**src/rtl/pipe_skid_reg.sv**
```systemverilog
// Two-entry skid register stage: main entry drives q directly, skid entry
// absorbs one payload during a stall so in_ready can come straight from a flop.
//
// state | meaning
// ------+--------------------------------------------------
// EMPTY | no live entry, q = CLEAR_VAL, in_ready = 1
// BUSY  | main live on q, skid empty, in_ready = 1
// FULL  | main and skid both live, in_ready = 0

module pipe_skid_reg #(
  parameter int                 WIDTH     = 32,
  parameter logic [WIDTH-1:0]   CLEAR_VAL = '0
) (
  input  logic             clk,
  input  logic             rst,
  input  logic             clear,
  input  logic [WIDTH-1:0] d,
  input  logic             in_valid,
  output logic             in_ready,
  output logic [WIDTH-1:0] q,
  output logic             out_valid,
  input  logic             out_ready,
  output logic [1:0]       occ
);

  typedef enum logic [1:0] {
    EMPTY = 2'd0,
    BUSY  = 2'd1,
    FULL  = 2'd2
  } state_t;

  state_t           state, state_nxt;
  logic [WIDTH-1:0] main_q, main_nxt;
  logic [WIDTH-1:0] skid_q, skid_nxt;
  logic             xfer_in, xfer_out;

  always_ff @(posedge clk) begin
    if (rst) begin
      state  <= EMPTY;
      main_q <= CLEAR_VAL;
      skid_q <= CLEAR_VAL;
    end else begin
      state  <= state_nxt;
      main_q <= main_nxt;
      skid_q <= skid_nxt;
    end
  end

  assign xfer_in  = in_valid && in_ready;
  assign xfer_out = out_valid && out_ready;

  always_comb begin
    state_nxt = state;
    main_nxt  = main_q;
    skid_nxt  = skid_q;
    unique case (state)
      EMPTY: begin
        if (xfer_in) begin
          main_nxt  = d;
          state_nxt = BUSY;
        end
      end
      BUSY: begin
        if (xfer_in && xfer_out) begin
          main_nxt = d;
        end else if (xfer_in) begin
          skid_nxt  = d;
          state_nxt = FULL;
        end else if (xfer_out) begin
          main_nxt  = CLEAR_VAL;
          state_nxt = EMPTY;
        end
      end
      FULL: begin
        if (xfer_out) begin
          main_nxt  = skid_q;
          skid_nxt  = CLEAR_VAL;
          state_nxt = BUSY;
        end
      end
      default: begin
        main_nxt  = CLEAR_VAL;
        skid_nxt  = CLEAR_VAL;
        state_nxt = EMPTY;
      end
    endcase
    // Flush wins over any handshake in the same cycle.
    if (clear) begin
      main_nxt  = CLEAR_VAL;
      skid_nxt  = CLEAR_VAL;
      state_nxt = EMPTY;
    end
  end

  always_comb begin
    in_ready  = (state != FULL);
    out_valid = (state != EMPTY);
    q         = main_q;
    unique case (state)
      EMPTY:   occ = 2'd0;
      BUSY:    occ = 2'd1;
      FULL:    occ = 2'd2;
      default: occ = 2'd0;
    endcase
  end

endmodule

```
**config.mk**
```make
export PLATFORM = sky130hd
export DESIGN_NAME = pipe_skid_reg
export DESIGN_NICKNAME = d
export VERILOG_FILES = /design/src/rtl/pipe_skid_reg.sv
export SDC_FILE = /design/constraint.sdc
export NUM_CORES = 1
export LEC_CHECK = 0
export ABC_AREA = 1
export BUFFER_PORTS_ARGS = -buffer_cell sky130_fd_sc_hd__buf_2
export CORE_AREA = 2 2 95 97
export CTS_CLUSTER_DIAMETER = 40
export DETAILED_ROUTE_END_ITERATION = 7
export DIE_AREA = 0 0 97 99
export GPL_ROUTABILITY_DRIVEN = 0
export GPL_TIMING_DRIVEN = 1
export HOLD_SLACK_MARGIN = 0.06
export PLACE_DENSITY = 0.66
export SYNTH_ARGS = -nofsm -noshare
export SYNTH_HDL_FRONTEND = slang
export SYNTH_SLANG_ARGS = --single-unit
```
**constraint.sdc**
```tcl
create_clock -name clk -period 1.4 [get_ports clk]
set_clock_uncertainty 0.1 [all_clocks]
set_input_delay 0.21 -clock clk [delete_from_list [all_inputs] [get_ports clk]]
set_output_delay 0.21 -clock clk [all_outputs]
set_load 0.05 [all_outputs]
```
==> results by group, run 1 <==
Finish
  – # nets final: approximately 700
  – Most frequent cells in the layout: nand2_1, nor2_1, buf_2
  – Antenna diodes: 0
  – Most common cell after layout, fill and taps aside: nand2_1
  – Share of layout cells above drive strength 1: between 20% and 30%
  – Utilization after layout: a little under three fifths
  – Area growth syn-to-layout: 33.6%
  – Finished Cell Area: roughly 0.0048 mm²

Place
  – Hpwl dp: ~6 mm
  – I/O Buffers: around 70
  – Pre-CTS setup slack: -0.114 ns
  – DP Area: 0.00408 mm²

Die
  – DIE WIDTH: around 97 µm
  – Starting density of the core: a little over two fifths
  – Cell Rows: 34
  – Ports: 73
  – Core area: 0.00855 mm²
  – Die Area: ~0.0096 mm²
  – Die height: ~99 µm

Critical path
  – Critical path, cell by cell: buf_12 -> nor2_4 -> inv_2 -> buf_6
  – Startpoint Class: register
  – CP bufs+invs: 3
  – Worst path max stage delay: 0.39 ns
  – WP data arrival: between 1 and 1.5 ns
  – CP delay by family, top: flip-flops
  – Slowest stage cell, crit path: dfxtp_4
  – Setup Crit Path Kind: reg2out
  – Critical Path RT: 1.09 ns
  – Crit path capture type: output pin
  – Critical path peak fanout: 6

Timing
  – FMAX: 688 MHz
  – Min cycle time layout: between 1 and 1.5 ns
  – Setup violators final: 14
  – Final worst setup slack: -0.0532 ns
  – Worst-Margin Slew: approximately 0.3 ns
  – Hold Violations, Final: 0
  – RSZ-0062 raised after global routing: true
  – Slew headroom: about four fifths
  – Max Slew Vio Count: 0
  – Tcrit/Tclk final: 104%

Logic synthesis
  – Syn Nets: a little over 600
  – Synthesized flop and latch total: between 60 and 70
  – YS warnings: 0
  – Syn_area_per_cell: just over 6 µm²
  – Seq/Total Area, Yosys: a little under two fifths
  – Cell variety after synth: 21
  – Cell Area, Synth: 0.00358 mm²
  – Post-Synthesis Cells: 582

Clock tree
  – Total CTS buffers: 9
  – Clock-pin slew on the worst setup and hold paths: 0.08 ns
  – CTS H-tree depth: 3
  – Clock Sink Count: 66
  – Root Driver: clkbuf_8
  – CTS tree: yes
  – Deepest clock path buffer count: 2
  – Clock Latency Late Sink: roughly 0.34 ns

Pwr
  – Power per cell area: approximately 960 mW/mm²
  – Worst VDD drop: roughly 0.59 mV
  – Pleak: between 2 and 2.5 nW

Outcome
  – Status: finished with violations
  – Failing checks: setup timing

Drt
  – Number of remaining DRC errors: 0
  – Final Routed Wirelength: 10.6 mm
  – Max layer used: met4
  – Drt pass-1 iters: 5
  – Routed wire per std cell: 13.6 µm
  – Met2 WL: ~5.3 mm
  – Starting DRC count in detailed routing: 189
  – Met3 wire length: about 680 µm
  – DR vias/cell: 4.87
  – Via count: 3778
  – Post-route ant nets: 0
  – Met1 WL: around 4.5 mm

Global route
  – Initial antenna violation count: 0
  – GRT Total Usage: 20.4%
  – Global-route wire length before repair: between 15 and 20 mm
  – Vias in the first global route: 3585
  – Largest net degree at the start of global routing: 33
  – Gr ovfl total: 0

Worst hold path
  – HP Class: in2reg

Flow run
  – Max_cap viols: 0
==> registers in the layout, indices dropped and copies added, names as in the netlist <==
signal	flops
q	32
skid_q	32
state	2
==> tightest hold or removal path: cells and delay by family <==
family                 cells  cell delay [ns]
and+or+nand+nor            2             0.11
AOI/OAI and AO/OA          1             0.05
buffers and inverters      2             0.15
==> kinds of logic (layout without fill, tap and decap cells) <==
kind of cell / count (synthesis) / in the layout / synth area share (%)
AOI/OAI and AO/OA: 66 / 66 / 9.21
and+or+nand+nor: 341 / 341 / 38.7
buffers and inverters: 109 / 194 / 15.2
DFF: 66 / 66 / 36.9
==> layer usage <==
layer  vias up  GRT usage [%]
met2       122           36.2
li1       1921              -
met1      1719           23.9
met3        16           4.11
met4         0           8.88
met5         -              0
==> cell type report <==
| class | count | area (µm²) |
|---|---|---|
| Timing Repair inverter | 1 | 8.76 |
| Clock buffer | 10 | 138 |
| Sequential cell | 66 | 1330 |
| Timing Repair Buffer | 103 | 878 |
| Multi-Input combinational cell | 407 | 1910 |
| Clock inverter | 6 | 88.8 |
| Tap cell | 108 | 135 |
| Inverter | 74 | 300 |
| Fill cell | 838 | 3760 |
==> cells in the mapped netlist <==
cell      instances  share of area, %
a21oi_1          40               5.6
buf_2             6              0.84
buf_4            15               3.1
buf_6             9               2.8
clkbuf_1          5              0.52
dfxtp_1          66                37
inv_1            69               7.2
inv_2             4              0.42
inv_6             1              0.24
nand2_1         209                22
nand2_2           2              0.35
nand2_4           3              0.94
nand3_1          34               4.7
nand3_2           1              0.28
nor2_1           84               8.8
nor2_2            3              0.52
nor2_4            2              0.63
nor3_1            2              0.28
nor3_2            1              0.28
o21ai_0          23               3.2
o21ai_1           3              0.42
==> power breakdown <==
part | internal (mW) | leakage [nW] | switching [mW]
registers | 1.92 | 0.536 | 0.0262
logic | 0.301 | 1.85 | 0.545
clock network | 1.05 | 0.109 | 0.774
==> per-stage QoR <==
step | hold slack (ns) | instances | power [mW] | setup TNS [ns]
floorplan | 0.339 | 582 | 2.47 | -0.0510
global placement | 0.348 | 748 | 2.68 | -0.644
detailed placement | 0.352 | 748 | 2.69 | -2.60
CTS | 0.102 | 769 | 4.54 | -0.182
global route | 0.130 | 775 | 4.83 | -4.08
finish | 0.129 | 775 | 4.62 | -0.232
==> path summary, 6_finish.rpt <==
check             startpoint    endpoint  slack (ns)  depth (start not counted)
setup / recovery    state[0]    in_ready       -0.05                          4
hold / removal         d[19]  skid_q[19]        0.13                          5
setup reg to reg    state[1]       q[15]       -0.02                          9
hold reg to reg         q[1]        q[1]        0.36                          2
==> what timing repair did <==
action                                  CTS  global route
gates resized for setup                  21            94
endpoints found under the setup margin   64            68
cloned                                    1             6
hold buffers                              0             0
pin swaps                                 4            16
buffers inserted                          5             0
Note: power is estimated with default switching activity, not from simulation.
==> run 2, diff against run 1 <==
--- a/config.mk
+++ b/config.mk
@@ -17,2 +17,3 @@
 export PLACE_DENSITY = 0.66
+export SLEW_MARGIN = 20
 export SYNTH_ARGS = -nofsm -noshare
==> constraint.sdc (replaced) <==
create_clock -name clk -period 1.4 [get_ports clk]
set_clock_uncertainty 0.1 [all_clocks]
set_input_delay 0 -clock clk [delete_from_list [all_inputs] [get_ports clk]]
set_output_delay 0 -clock clk [all_outputs]
set_load 0.05 [all_outputs]
==> run 2 against run 1 <==
Net effect:
- the flow still finishes with violations (setup timing)
- cell area up 0.13%
- critical path type is now reg2reg
- sequential share of layout area down 0.088 points
- worst setup slack worse by 0.0040 ns
- sequential power about the same
- maximum frequency down 0.28%
- core utilization up 0.073 points
==> results by group, run 2 (same netlist as run 1, synthesis figures left out) <==
Drt
  – DR vias/cell: roughly 4.7
  – Post-route ant nets: 0
  – Routed wire per std cell: about 12 µm
  – Number of remaining DRC errors: 0
  – Final Routed Wirelength: about 10 mm
  – Drt pass-1 iters: 5
  – Starting DRC count in detailed routing: ~240
  – Via count: ~3800

Critical path
  – Crit path capture type: register
  – Setup Crit Path Kind: reg2reg
  – R2R Setup Slk: -0.06 ns
  – Slowest stage cell, crit path: dfxtp_2
  – Critical path, cell by cell: buf_12 -> nor2_4 -> nand2_2 -> nand2_2 -> nor2_4 -> buf_12 -> nand2_1 -> a21oi_1
  – Worst path max stage delay: approximately 0.33 ns
  – Worst reg-to-reg path cell count: 8
  – Critical Path RT: between 1.5 and 2 ns
  – Reg2reg end: q[29]
  – Startpoint Class: register
  – WP data arrival: ~1.6 ns
  – R2r startpoint: state[0]
  – Critical path peak fanout: 17

Finish
  – Share of layout cells above drive strength 1: 19.5%
  – Antenna diodes: 0
  – Most frequent cells in the layout: nand2_1, nor2_1, buf_2
  – Area growth syn-to-layout: 33.8%
  – Most common cell after layout, fill and taps aside: nand2_1
  – # nets final: 726
  – Utilization after layout: between 50% and 60%

Timing
  – Final worst setup slack: -0.0572 ns
  – Hold Violations, Final: 0
  – Tcrit/Tclk final: 104%
  – RSZ-0062 raised after global routing: true
  – Min cycle time layout: approximately 1.5 ns
  – Worst-Margin Slew: approximately 0.27 ns
  – FMAX: 686 MHz
  – Slew headroom: between 80 and 90%
  – Max Slew Vio Count: 0
  – Setup TNS: -1.06 ns
  – Setup violators final: 32

Pwr
  – Clock Power Share: around 42%
  – Sw frac: 28.4%
  – Psw: 1.36 mW
  – Reg power frac: 40.4%
  – Pleak: 2.54 nW
  – Logic pwr share: 17.2%
  – P_int: between 3 and 4 mW
  – Worst VDD drop: approximately 0.54 mV
  – Tot Pwr: 4.79 mW
  – Power per cell area: ~1000 mW/mm²

Clock tree
  – CTS H-tree depth: 3
  – Deepest clock path buffer count: 2
  – Clock-pin slew on the worst setup and hold paths: 0.08 ns
  – CTS tree: yes
  – Total CTS buffers: 9
  – Clock Latency Late Sink: 0.34 ns
  – Root Driver: clkbuf_8
  – Clock Sink Count: 66

Outcome
  – Status: finished with violations
  – Failing checks: setup timing

Flow run
  – Max_cap viols: 0

Place
  – Hpwl dp: between 6 and 7 mm
  – I/O Buffers: 72
  – Pre-CTS setup slack: -0.109 ns

Global route
  – GRT Total Usage: between 20 and 25%
  – Gr ovfl total: 0
  – Largest net degree at the start of global routing: 33
  – Initial antenna violation count: 0
  – Global-route wire length before repair: between 15 and 20 mm
  – Vias in the first global route: ~3500

Worst hold path
  – Hold Startpoint: q[27]
  – HP Class: reg2reg
  – Hold depth: 2
  – Worst Hold Endpoint: q[27]

Die
  – Core area: roughly 0.0086 mm²
  – Starting density of the core: around two fifths
  – Die height: roughly 99 µm
  – Ports: 73
  – DIE WIDTH: ~97 µm
  – Die Area: approximately 0.0096 mm²
  – Cell Rows: 34
## run 2: changes by cell type in the layout (fill, tap and decap cells not counted), moves of 14 or more
cell,previous run,this run
o21ai_0,0,23
dlygate4sd3_1,0,36
nand2_1,189,208
nand2_2,18,2
o21ai_1,17,3
## run 2: repair_timing
| action | CTS | global route |
|---|---|---|
| pin swaps | 9 | 0 |
| gates cloned | 0 | 2 |
| setup endpoints to repair | 65 | 37 |
| resized for setup | 9 | 9 |
| hold buffers | 36 | 0 |
| setup buffers | 0 | 0 |
| endpoints found under the hold margin | 66 | 0 |
## run 2: per-stage QoR
| step | hold WS, ns | instance area, µm² | cells |
|---|---|---|---|
| after global placement | 0.258 | 4080 | 748 |
| after detailed placement | 0.262 | 4080 | 748 |
| after CTS | 0.366 | 4710 | 800 |
| final | 0.362 | 4800 | 802 |
| after global routing | 0.376 | 4800 | 802 |
| after floorplan | 0.129 | 3590 | 582 |
## run 2: worst max path at each step
stage,start,end,slack [ns],cells past startpoint
2_1_floorplan,state[0],q[0],0.003,8
3_3_place_gp,state[1],skid_q[9],-0.07,7
3_5_place_dp,state[1],skid_q[29],-0.11,7
4_1_cts,state[0],q[15],-0.05,9
5_1_grt,state[0],q[15],-0.12,9
6_report,state[0],q[29],-0.06,8
## run 2: cell type report
cell class	instances	area, µm²
well taps	108	135
clock buffers	9	124
repair buffers	131	1050
inverters	74	290
clock inverters	7	124
flip-flops and latches	66	1330
fillers	851	3750
multi-input cells	407	1740
## run 2: per-layer routing
layer	vias up	share of wire [%]	global-route usage (%)
met2	125	49	36.3
li1	1972	-	-
met4	0	0.87	7.48
met1	1699	44	24.7
met5	-	0	0
met3	8	5.9	3.90
## run 2: power groups by stage
stage | Clock, mW | Combinational [mW] | Sequential [mW]
global placement | 0 | 0.696 | 1.98
finish | 2.03 | 0.823 | 1.94
CTS | 2.05 | 0.793 | 1.94
global route | 2.15 | 0.902 | 1.94
detailed placement | 0 | 0.707 | 1.98
floorplan | 0 | 0.372 | 2.10
## run 2: critical path: cells and delay by family (launching register included)
family | cells | cell delay, ns
AO/OA/AOI/OAI | 1 | 0.06
buffers and inverters | 2 | 0.30
flip-flops | 1 | 0.33
AND/OR/NAND/NOR | 5 | 0.55
==> run 3, diff against run 2 <==
RECOVER_POWER = 50   (was unset)
==> run 3 against run 2 <==
Net effect:
- the run still ends with setup timing left
- worst setup slack lost 0.0049 ns
- via count grew 0.45%
- combinational power shrank 0.9%
- count of clock-buffer cells in the layout is the same
- final cell count is the same
- highest routed layer unchanged
==> results by group, run 3 (same netlist as run 1, synthesis figures left out) <==
Place
  – DP Area: approximately 0.0041 mm²
  – Hpwl dp: around 6.2 mm
  – I/O Buffers: around 70
  – Placed insts: 748

Timing
  – Final worst setup slack: -0.0621 ns
  – Worst-Margin Slew: 0.597 ns
  – Hold Violations, Final: 0
  – Max Slew Vio Count: 0
  – Tcrit/Tclk final: 104%
  – Fin Hold WS: ~0.36 ns
  – Slew headroom: between 60% and 70%
  – RSZ-0062 raised after global routing: true
  – Setup violators final: 32
  – Min cycle time layout: 1.46 ns
  – Setup TNS: -1.08 ns
  – FMAX: slightly below 700 MHz

Flow run
  – Max_cap viols: 0

Drt
  – Via count: ~3800
  – Post-route ant nets: 0
  – Final Routed Wirelength: around 10 mm
  – DR vias/cell: roughly 4.8
  – Starting DRC count in detailed routing: 230
  – Number of remaining DRC errors: 0
  – Routed wire per std cell: around 12 µm
  – Drt pass-1 iters: 5

Pwr
  – Pleak: between 2 and 2.5 nW
  – Tot Pwr: roughly 4.8 mW
  – Reg power frac: a little over 40%
  – Clock Power Share: 42.4%
  – Power per cell area: 1000 mW/mm²
  – Logic pwr share: between 10% and 20%
  – Sw frac: roughly 28%
  – P_int: between 3 and 4 mW
  – Psw: about 1.4 mW
  – Worst VDD drop: roughly 0.54 mV

Critical path
  – Reg2reg end: q[29]
  – Crit path capture type: register
  – Startpoint Class: register
  – R2R Setup Slk: -0.06 ns
  – WP data arrival: between 1.5 and 2 ns
  – Worst path max stage delay: between 0.3 and 0.4 ns
  – Critical path, cell by cell: buf_12 -> nor2_4 -> nand2_2 -> nand2_2 -> nor2_4 -> buf_12 -> nand2_1 -> a21oi_1
  – Setup Crit Path Kind: reg2reg
  – Critical path peak fanout: 17
  – Crit. Startpoint: state[0]
  – Critical Path RT: 1.53 ns
  – Worst reg-to-reg path cell count: 8
  – Slowest stage cell, crit path: dfxtp_2
  – R2r startpoint: state[0]
  – Critical Path Sink: q[29]

Clock tree
  – CTS H-tree depth: 3
  – CTS tree: yes
  – Clock-pin slew on the worst setup and hold paths: around 0.08 ns
  – Post-CTS Setup Repair Bufs: 0
  – Deepest clock path buffer count: 2
  – Clock Sink Count: 66
  – Root Driver: clkbuf_8
  – Total CTS buffers: 9
  – Clock Latency Late Sink: 0.34 ns

Global route
  – Global-route wire length before repair: 16.1 mm
  – Largest net degree at the start of global routing: 33
  – Vias in the first global route: roughly 3500
  – GRT Total Usage: between 20% and 30%
  – Initial antenna violation count: 0
  – Gr ovfl total: 0

Finish
  – Fillers: around 860
  – Antenna diodes: 0
  – Finished Layout Cells: 802
  – # nets final: roughly 730
  – Finished Cell Area: ~0.0048 mm²
  – Share of layout cells above drive strength 1: between 10% and 20%
  – Most common cell after layout, fill and taps aside: nand2_1
  – Most frequent cells in the layout: nand2_1, nor2_1, inv_1
  – Area growth syn-to-layout: 33.2%

Die
  – Die Area: a little under 0.01 mm²
  – Ports: 73
  – Starting density of the core: a little over two fifths
  – Die height: ~99 µm
  – DIE WIDTH: a little under 100 µm
  – Core area: 0.00855 mm²
  – Cell Rows: 34

Outcome
  – Status: finished with violations
  – Failing checks: setup timing

Worst hold path
  – HP Class: reg2reg
==> run 3: power groups by stage <==
| stage | Combinational [mW] | Clock (mW) | Sequential, mW |
|---|---|---|---|
| after floorplan | 0.372 | 0 | 2.10 |
| after global placement | 0.696 | 0 | 1.98 |
| after detailed placement | 0.707 | 0 | 1.98 |
| after CTS | 0.793 | 2.05 | 1.94 |
| after global routing | 0.896 | 2.15 | 1.95 |
| final | 0.816 | 2.03 | 1.94 |
==> run 3: worst min path at each step <==
stage / to / cells past startpoint / startpoint
floorplan: skid_q[14] / 4 / d[14]
global placement: skid_q[19] / 5 / d[19]
detailed placement: skid_q[19] / 5 / d[19]
CTS: q[27] / 2 / q[27]
global route: q[26] / 2 / q[26]
finish: q[11] / 2 / q[11]
==> run 3: layout make-up <==
cell class	instances	area (µm²)	share of cell area (%)
Inverter	74	290	6.08
Sequential cell	66	1330	27.8
Multi-Input combinational cell	407	1740	36.5
Timing Repair Buffer	131	1030	21.6
Clock buffer	9	124	2.60
Clock inverter	7	124	2.60
Tap cell	108	135	2.83
==> run 3: per-stage QoR <==
step,utilization [%],worst slack (ns)
final,55.8,-0.0621
after global placement,47.7,-0.0724
after floorplan,-,0.00254
after detailed placement,47.7,-0.109
after CTS,55.1,-0.0476
after global routing,55.8,-0.120
==> run 3: repair_timing <==
action | CTS | global route
hold buffers | 36 | 0
setup endpoints to repair | 65 | 37
gates cloned | 0 | 2
resized for setup | 9 | 9
pin swaps | 9 | 0
hold endpoints to repair | 66 | 0
==> run 3: layer usage <==
layer / track usage [%] / vias to the layer above / wire, µm
li1: - / 1973 / -
met3: 3.90 / 8 / 551
met4: 7.48 / 0 / 87
met2: 36.3 / 115 / 4920
met5: 0 / - / 0
met1: 24.7 / 1725 / 4400
==> run 3: critical path, delay by kind of cell (launching register included) <==
| kind | cells | cell delay (ns) |
|---|---|---|
| AND/OR/NAND/NOR | 5 | 0.55 |
| flip-flops | 1 | 0.33 |
| buffers and inverters | 2 | 0.30 |
| AO/OA/AOI/OAI | 1 | 0.06 |
